**src/rtl/uart_cmd_initiator.sv**
```systemverilog
// uart_cmd_initiator: host-side initiator for the PSRAM UART command responder.
// Serialises a read ('R' + 3 address bytes) or write ('W' + 3 address bytes +
// 2 data bytes) request as back-to-back 8N1 frames. For a read, it then
// receives the 2-byte reply and returns it as a 16-bit word.
module uart_cmd_initiator #(
    parameter int DELAY_FRAMES = 234,
    parameter int RSP_TIMEOUT  = 2_000_000
) (
    input  logic        sys_clk,
    input  logic        sys_rst_n,
    input  logic        cmd_valid,
    output logic        cmd_ready,
    input  logic        cmd_write,
    input  logic [22:0] cmd_addr,
    input  logic [15:0] cmd_wdata,
    output logic        uart_tx,
    input  logic        uart_rx,
    output logic        rsp_valid,
    output logic [15:0] rsp_data,
    output logic        rsp_timeout,
    output logic        busy
);

    localparam int CNT_W = $clog2(DELAY_FRAMES + 1);
    localparam int TO_W  = $clog2(RSP_TIMEOUT + 1);

    localparam logic [CNT_W-1:0] BIT_LAST  = CNT_W'(DELAY_FRAMES - 1);
    localparam logic [CNT_W-1:0] HALF_LAST = CNT_W'(DELAY_FRAMES / 2 - 1);
    localparam logic [TO_W-1:0]  TO_LAST   = TO_W'(RSP_TIMEOUT - 1);

    typedef enum logic [2:0] {
        S_IDLE,
        S_TX_START,
        S_TX_DATA,
        S_TX_STOP,
        S_RX_WAIT,
        S_RX_START,
        S_RX_DATA,
        S_RX_STOP
    } state_t;

    state_t            state;
    logic [CNT_W-1:0]  cnt;        // per-bit cycle counter, shared by TX and RX
    logic [2:0]        bit_idx;    // bit within the current byte
    logic [2:0]        tx_byte;    // byte being transmitted
    logic [2:0]        last_byte;  // index of the final byte of this frame
    logic [47:0]       tx_buf;     // outgoing bytes, byte 0 in [7:0], shifted right per bit
    logic              is_write;
    logic [TO_W-1:0]   tcnt;       // first-byte response timeout counter
    logic              rx_idx;     // 0: waiting for reply byte 0, 1: reply byte 1
    logic [7:0]        rx_shift;
    logic [7:0]        rx_byte0;
    logic              rx_meta;
    logic              rx_sync;

    // Double-flop synchroniser for the asynchronous serial input; resets to idle-high.
    always_ff @(posedge sys_clk) begin
        if (!sys_rst_n) begin
            rx_meta <= 1'b1;
            rx_sync <= 1'b1;
        end else begin
            rx_meta <= uart_rx;
            rx_sync <= rx_meta;
        end
    end

    // Main command FSM: accept, serialise the request, then receive the reply for reads.
    // NOTE: every register here is assigned with <= so all reads see the pre-edge
    // value; mixing in = would make results depend on statement order.
    always_ff @(posedge sys_clk) begin
        if (!sys_rst_n) begin
            state       <= S_IDLE;
            cnt         <= '0;
            bit_idx     <= '0;
            tx_byte     <= '0;
            last_byte   <= '0;
            tx_buf      <= '0;
            is_write    <= 1'b0;
            tcnt        <= '0;
            rx_idx      <= 1'b0;
            rx_shift    <= '0;
            rx_byte0    <= '0;
            cmd_ready   <= 1'b1;
            busy        <= 1'b0;
            uart_tx     <= 1'b1;
            rsp_valid   <= 1'b0;
            rsp_data    <= '0;
            rsp_timeout <= 1'b0;
        end else begin
            // NOTE: single-cycle pulses default low each cycle and are raised only
            // in the branch that produces them.
            rsp_valid   <= 1'b0;
            rsp_timeout <= 1'b0;

            case (state)
                S_IDLE: begin
                    if (cmd_valid) begin
                        is_write <= cmd_write;
                        if (cmd_write) begin
                            tx_buf    <= {cmd_wdata[15:8], cmd_wdata[7:0],
                                          1'b0, cmd_addr[22:16], cmd_addr[15:8],
                                          cmd_addr[7:0], 8'h57};
                            last_byte <= 3'd5;
                        end else begin
                            tx_buf    <= {16'h0000, cmd_addr[7:0], cmd_addr[15:8],
                                          1'b0, cmd_addr[22:16], 8'h52};
                            last_byte <= 3'd3;
                        end
                        tx_byte   <= '0;
                        cnt       <= '0;
                        uart_tx   <= 1'b0;
                        cmd_ready <= 1'b0;
                        busy      <= 1'b1;
                        state     <= S_TX_START;
                    end
                end

                S_TX_START: begin
                    if (cnt == BIT_LAST) begin
                        cnt     <= '0;
                        bit_idx <= '0;
                        uart_tx <= tx_buf[0];
                        tx_buf  <= tx_buf >> 1;
                        state   <= S_TX_DATA;
                    end else begin
                        cnt <= cnt + 1'b1;
                    end
                end

                S_TX_DATA: begin
                    if (cnt == BIT_LAST) begin
                        cnt <= '0;
                        if (bit_idx == 3'd7) begin
                            uart_tx <= 1'b1;
                            state   <= S_TX_STOP;
                        end else begin
                            bit_idx <= bit_idx + 1'b1;
                            uart_tx <= tx_buf[0];
                            tx_buf  <= tx_buf >> 1;
                        end
                    end else begin
                        cnt <= cnt + 1'b1;
                    end
                end

                S_TX_STOP: begin
                    if (cnt == BIT_LAST) begin
                        cnt <= '0;
                        if (tx_byte != last_byte) begin
                            // Next byte follows immediately with no idle gap.
                            tx_byte <= tx_byte + 1'b1;
                            uart_tx <= 1'b0;
                            state   <= S_TX_START;
                        end else if (is_write) begin
                            cmd_ready <= 1'b1;
                            busy      <= 1'b0;
                            state     <= S_IDLE;
                        end else begin
                            tcnt   <= '0;
                            rx_idx <= 1'b0;
                            state  <= S_RX_WAIT;
                        end
                    end else begin
                        cnt <= cnt + 1'b1;
                    end
                end

                S_RX_WAIT: begin
                    if (!rx_sync) begin
                        cnt   <= '0;
                        state <= S_RX_START;
                    end else if (!rx_idx) begin
                        // Timeout guards only the first reply byte.
                        if (tcnt == TO_LAST) begin
                            rsp_timeout <= 1'b1;
                            cmd_ready   <= 1'b1;
                            busy        <= 1'b0;
                            state       <= S_IDLE;
                        end else begin
                            tcnt <= tcnt + 1'b1;
                        end
                    end
                end

                S_RX_START: begin
                    if (cnt == HALF_LAST) begin
                        cnt <= '0;
                        if (rx_sync) begin
                            // Line went back high by mid-start: treat as a glitch.
                            state <= S_RX_WAIT;
                        end else begin
                            bit_idx <= '0;
                            state   <= S_RX_DATA;
                        end
                    end else begin
                        cnt <= cnt + 1'b1;
                    end
                end

                S_RX_DATA: begin
                    if (cnt == BIT_LAST) begin
                        cnt      <= '0;
                        rx_shift <= {rx_sync, rx_shift[7:1]};
                        if (bit_idx == 3'd7) begin
                            state <= S_RX_STOP;
                        end else begin
                            bit_idx <= bit_idx + 1'b1;
                        end
                    end else begin
                        cnt <= cnt + 1'b1;
                    end
                end

                S_RX_STOP: begin
                    if (cnt == BIT_LAST) begin
                        cnt <= '0;
                        if (!rx_sync) begin
                            // Framing error: drop the byte and hunt for a new start bit.
                            state <= S_RX_WAIT;
                        end else if (!rx_idx) begin
                            rx_byte0 <= rx_shift;
                            rx_idx   <= 1'b1;
                            state    <= S_RX_WAIT;
                        end else begin
                            rsp_data  <= {rx_shift, rx_byte0};
                            rsp_valid <= 1'b1;
                            cmd_ready <= 1'b1;
                            busy      <= 1'b0;
                            state     <= S_IDLE;
                        end
                    end else begin
                        cnt <= cnt + 1'b1;
                    end
                end

                default: state <= S_IDLE;
            endcase
        end
    end

endmodule

```
**config.mk**
```make
export PLATFORM = sky130hd
export DESIGN_NAME = uart_cmd_initiator
export DESIGN_NICKNAME = d
export VERILOG_FILES = /design/src/rtl/uart_cmd_initiator.sv
export SDC_FILE = /design/constraint.sdc
export NUM_CORES = 1
export LEC_CHECK = 0
export CORE_MARGIN = 5
export CORE_UTILIZATION = 51
export DETAILED_ROUTE_END_ITERATION = 6
export GPL_TIMING_DRIVEN = 1
export PLACE_DENSITY = 0.84
export SLEW_MARGIN = 20
export SYNTH_ARGS = -nofsm -noshare
export SYNTH_HDL_FRONTEND = slang
export SYNTH_SLANG_ARGS = --single-unit
```
**constraint.sdc**
```tcl
create_clock -name sys_clk -period 2.7 [get_ports sys_clk]
set_input_delay 0.675 -clock sys_clk [delete_from_list [all_inputs] [get_ports sys_clk]]
set_output_delay 0.675 -clock sys_clk [all_outputs]
set_load 0.005 [all_outputs]
```
Word-level counts from Yosys, hierarchy flattened
Index checks and enable logic that the tools add are counted.
- bits of input ports: 44
- register bits: 130
- output and inout bits: 21
- reductions and logical operators: 25
- equal/unequal tests: 38
- bitwise operators: 4
- mux-type cells: 83
- $add $sub $neg: 4
- operators by type and width (kind ; number):
    $mux W48 ; 5
    $pmux W48 S3 ; 1
    $mux W21 ; 6
    $mux W3 ; 25
    $ne A2 B2 Y1 const B ; 23
    $pmux W21 S2 ; 1
    $mux W1 ; 32
    $mux W8 ; 4
    $pmux W8 S4 ; 1
    $pmux W3 S8 ; 1
    $reduce_and A11 Y1 ; 2
    $add A21 B1 Y21 const B ; 1
    $eq A21 B21 Y1 const B ; 1
    $reduce_and A6 Y1 ; 3
    $reduce_and A4 Y1 ; 4
    $eq A3 B3 Y1 const B ; 5
    $pmux W1 S4 ; 3
    $pmux W3 S3 ; 1
    $add A8 B1 Y8 const B ; 1
    $eq A8 B7 Y1 const B ; 1
    $eq A8 B8 Y1 const B ; 1
    $reduce_bool A4 Y1 ; 2
    $reduce_and A7 Y1 ; 1
    $add A3 B1 Y3 const B ; 2
    other kinds (17) ; 27

Longest topological paths before layout
- depth in word-level cells: 5
- depth in mapped cells: 11
- mapped depth without buffers: 7

Worst setup path before layout
Ideal clock, no wire load.
- path kind: reg-to-reg
- from: register bit_idx[0]
- to: register tx_buf[20]
- stages on the path, launching flop included: 11
- data arrival time: 2.128 ns
- setup slack: 0.456 ns
- data required time: 2.584 ns
- path through: dfxtp_1 -> ha_1 -> ha_1 -> nand2b_1 -> o32a_1 -> o22a_1 -> buf_2 -> or2_1 -> buf_6 -> buf_6 -> a31o_2
- longest elaborated chain between the ends: 3
- RTL lines (what ; RTL line ; source):
    from (decl) ; 44 ; logic [2:0] bit_idx;
    from (signal assigned) ; 137 ; bit_idx <= bit_idx + 1'b1;
    from (signal assigned) ; 207 ; bit_idx <= bit_idx + 1'b1;
    $eq A3 B3 Y1 ; 133 ; if (bit_idx == 3'd7) begin
    $ne A2 B2 Y1 (no source line) ; n/a ;
    $reduce_and A5 Y1 (no source line) ; n/a ;
    to (signal assigned) ; 105 ; tx_buf <= {16'h0000, cmd_addr[7:0], cmd_addr[15:8],
    to (signal assigned) ; 123 ; tx_buf <= tx_buf >> 1;
    to (signal assigned) ; 139 ; tx_buf <= tx_buf >> 1;
    to (decl) ; 47 ; logic [47:0] tx_buf;
Every way passes these cells.
A chain may end at the register's enable or synchronous reset.

Worst setup path after layout
- from: register state[1]
- to: register tx_buf[41]
- longest elaborated chain between the ends: 3
- RTL lines (what ; RTL line ; source):
    from (decl) ; 42 ; state_t state;
    from (signal assigned) ; 72 ; state <= S_IDLE;
    from (signal assigned) ; 114 ; state <= S_TX_START;
    from (signal assigned) ; 124 ; state <= S_TX_DATA;
    $eq A3 B2 Y1, or another cell as far along ; 95 ; case (state)
    $ne A2 B2 Y1 (no source line) or $reduce_bool A3 Y1 (tied branches) ; n/a ;
    $reduce_and A5 Y1 (no source line) ; n/a ;
    to (signal assigned) ; 100 ; tx_buf <= {cmd_wdata[15:8], cmd_wdata[7:0],
    to (signal assigned) ; 105 ;
    to (signal assigned) ; 123 ;
Several ways; a longest one is shown, not always the timed one.

==> reports/summary.md <==
The run finished with clean final reports. The wire-length estimate of the detail-placed layout is 9810 um. The post-detailed-route count of antenna-violating nets was 0; the share of synthesized registers carrying an async set or reset was 0%. The static leakage is 2.84 nW. The average instance in the mapped netlist occupies 8.43 um^2. By count the netlist is led by 129 x dfxtp_1, 106 x nand2_1, 51 x clkbuf_1, 46 x nor2_1, 43 x a21oi_1. The share of total power consumed by net switching is 25.2%, and the instance count of the mapped netlist is 759.

The worst-case headroom to the max-slew limit is 32.7%. The number of standard-cell rows in the floorplan is 41, and the mapped cell area is 6400 um^2. The logs give 2.75 ns for the data arrival time of the critical path and 0 for the remaining routing DRC violations. Synthesis instantiated 64 different standard cells from the library. Across all setup checks in the final design, the least slack found is 0.232 ns.

Derived from the worst setup path, the maximum achievable clock frequency is 405 MHz. The run gives 51.3% as the starting density of the core. Summed over all layers, the global routing overflow is 0. Yosys attributes the largest share of cell area to dfxtp_1 40%, nand2_1 6.2%, mux2i_1 5.8%, a2111oi_0 3.7%, o211ai_1 3.6%.

The die covers 14900 um^2. The clock tree synthesis step divided the H-tree into 4 levels. In the final routed layout, each cell accounts on average for 15.4 um. The setup path with the least slack is of type flip-flop to flip-flop. The post-route total power is 4.92 mW. The latest clock arrival within the worst-skew pair is 0.42 ns.

The hold violation total from the final report was 0; the required time of the critical path was 2.98 ns. The run gives 41.9% as the proportion of power drawn by flip-flops and latches. The via count of the first global-routing pass was 5390. In the synthesized netlist the dominant register cell turns out to be dfxtp_1.

The worst setup path is launched from a flip-flop. The run gives 0 as the number of antenna violations at the first check in global routing. The via density per instance was 5.98; the part of the power in combinational logic was 11.6%.

The post-synthesis sequential element count came out at 129. The number of optimization iterations in the first detailed-route pass was 5; the die span in x was 122 um. For the pin with the worst max-slew slack, the measured transition is 1.01 ns.

In this run, placement finished with an instance count of 955. In this run, the clock network consumes 46.5% of the power. The final critical-path required period was 2.47 ns. Setup total negative slack on the finished layout was measured at 0 ns. The fraction of post-synthesis cell area in the top cell type by area was 40.3%; the fraction of final layout cells with drive strength greater than 1 was 10.7%.

The signal on the critical path passes through buf_4 > xnor2_1 > or2_2 > and3_1 > a2111oi_1 > a211oi_1. For this block, the initial DRC count from the detailed router was 534. The logs give 0 for the count of synthesis-stage warnings from yosys and 0 for the max-cap check violation count. The placed instances occupy a cell area of 7180 um^2. The clock transition time at the flip-flop clock pins of the worst setup and hold paths is 0.06 ns. Fill cell instance count of the final layout: 1027. Max-slew violation count: 0. Relative to the synthesized area, the layout overhead comes to 21.6%. The post-route clock skew is 0.00771 ns, and the worst setup slack for register-to-register paths is 0.23 ns. The largest single stage delay on the critical path is 0.53 ns. The number of buffers added by the clock tree synthesis step is 17, and the largest fanout of any net on the critical path is 36. The hold buffer count at CTS came out at 0.

Once layout is complete, the utilization of the core stands at 62.5%. The run gives 459 uV as the maximum resistive drop on vdd. Pre-CTS setup slack: 0.0440 ns. After detailed routing, the total wire length is 15200 um. The run gives 5905 as the routed via count.

TritonCTS built the clock tree. Counting flops with a built-in enable in the synthesized netlist gives 0. Hold is met by 0.410 ns. Dividing total power by cell area gives a power density of 633 nW/um^2. The net count of the finished layout is 853.

The tools report the global-route wire length before repair as 25000 um. The logs give 3.69 mW for the cell-internal power and 1.24 mW for the switching component of the power. Number of buffers between clock root and the deepest sink: 2.

For this design, the slowest cell found on the critical path is dfxtp_1. After layout, the worst path uses 91.4% of the clock period. The floorplan step set the die height to 122 um. Summing all non-filler instances in the final layout gives an area of 7790 um^2. Across every metal layer, demand over resource in global routing totals 20.5%.

The run gives 129 as the total clock sinks. The run gives 0 as the count of endpoints failing setup in the final report. Final weighted congestion in routability-driven placement: 0.969. Most repeated cell in the gate-level netlist after synthesis: dfxtp_1. The number of buffers added on ports was 64. The tree is rooted in a clkbuf_16. The worst setup path is captured at a flip-flop. The largest net degree at the start of global routing is 54. 0 antenna diodes ended up in the layout.

Type of the most critical hold path: flip-flop to flip-flop. The number of nets in the synthesized netlist is 810. The run gives 12500 um^2 as the area of the core region. During I/O placement, the number of pins put on the boundary was 65. The sequential fraction of the synthesis area was 40.3%.

The run gives 987 as the final cell count without fillers. Setup repair after global routing left no endpoint under its margin. Cell accounting for the most synthesized area: dfxtp_1.
worst max-delay path: cells and delay by family (launching register included):
family / cells / cell delay, ns
DFF: 1 / 0.53
AOI/OAI and AO/OA: 2 / 0.60
buffers and inverters: 1 / 0.26
and+or+nand+nor: 2 / 0.84
xor gates and xnor gates: 1 / 0.10
per-layer routing:
layer	track usage (%)	up-vias	part of all wire, %
met4	7.84	0	1.9
met1	26.4	2789	45
met3	4.92	26	5.0
met5	0	-	0
met2	33.4	185	48
li1	-	2905	-
power groups by stage:
stage | Sequential [mW] | Clock, mW | Combinational, mW
4_1_cts | 2.06 | 2.32 | 0.572
3_5_place_dp | 2.10 | 0 | 0.566
6_report | 2.06 | 2.29 | 0.573
5_1_grt | 2.07 | 2.41 | 0.635
3_3_place_gp | 2.10 | 0 | 0.554
2_1_floorplan | 2.08 | 0 | 0.404
final cells by class:
| cell class | count | area (um^2) | share of cell area [%] |
|---|---|---|---|
| sequential | 129 | 2580 | 33.2 |
| clock inverter | 11 | 128 | 1.64 |
| timing repair buffer | 88 | 841 | 10.8 |
| inverter | 32 | 120 | 1.54 |
| tap | 172 | 215 | 2.76 |
| clock buffer | 21 | 470 | 6.04 |
| multi-input combinational | 534 | 3430 | 44.0 |
cells in the final DEF (no fill, tap or decap), types with 21 or more instances in the layout:
cell             count
a2111oi_0           26
a21oi_1             43
and3_1              21
buf_4               22
clkdlybuf4s50_1     63
dfxtp_1            128
inv_1               30
mux2i_1             37
nand2_1            106
nor2_1              46
o211ai_1            31
o21ai_0             31
flip-flops by register name, indices dropped and copies added, names as in the netlist, 3 cells and up:
name and cells:
tcnt 21, last_byte 3, tx_byte 3, tx_buf 48
state 3, bit_idx 3, rx_byte0 8, rsp_data 16
rx_shift 8, cnt 8
cell families (layout without fill, tap and decap cells):
family	after synthesis	in the layout	share of synthesized area [%]
adder cells (fa/ha/maj)	7	7	1.37
AND/OR/NAND/NOR	265	265	20.8
XOR/XNOR	5	5	0.684
buffers and inverters	96	152	6.24
AO/OA/AOI/OAI	220	220	24.8
flip-flops	129	129	40.3
multiplexers	37	37	5.79
path summary, 6_finish.rpt:
kind	startpoint	to	cells after the start
setup / recovery	state[1]$_SDFFE_PN0P_	tx_buf[41]$_SDFFE_PN0P_	6
hold / removal	rx_meta$_SDFF_PN1_	rx_sync$_SDFF_PN1_	1
setup reg to reg	state[1]$_SDFFE_PN0P_	tx_buf[41]$_SDFFE_PN0P_	6
hold reg to reg	rx_meta$_SDFF_PN1_	rx_sync$_SDFF_PN1_	1
repair_timing:
action                                  4_1_cts  5_1_grt
endpoints found under the setup margin        0        2
buffers inserted                              0        0
gates resized for setup                       0        2
(Power assumes the default switching activity.)
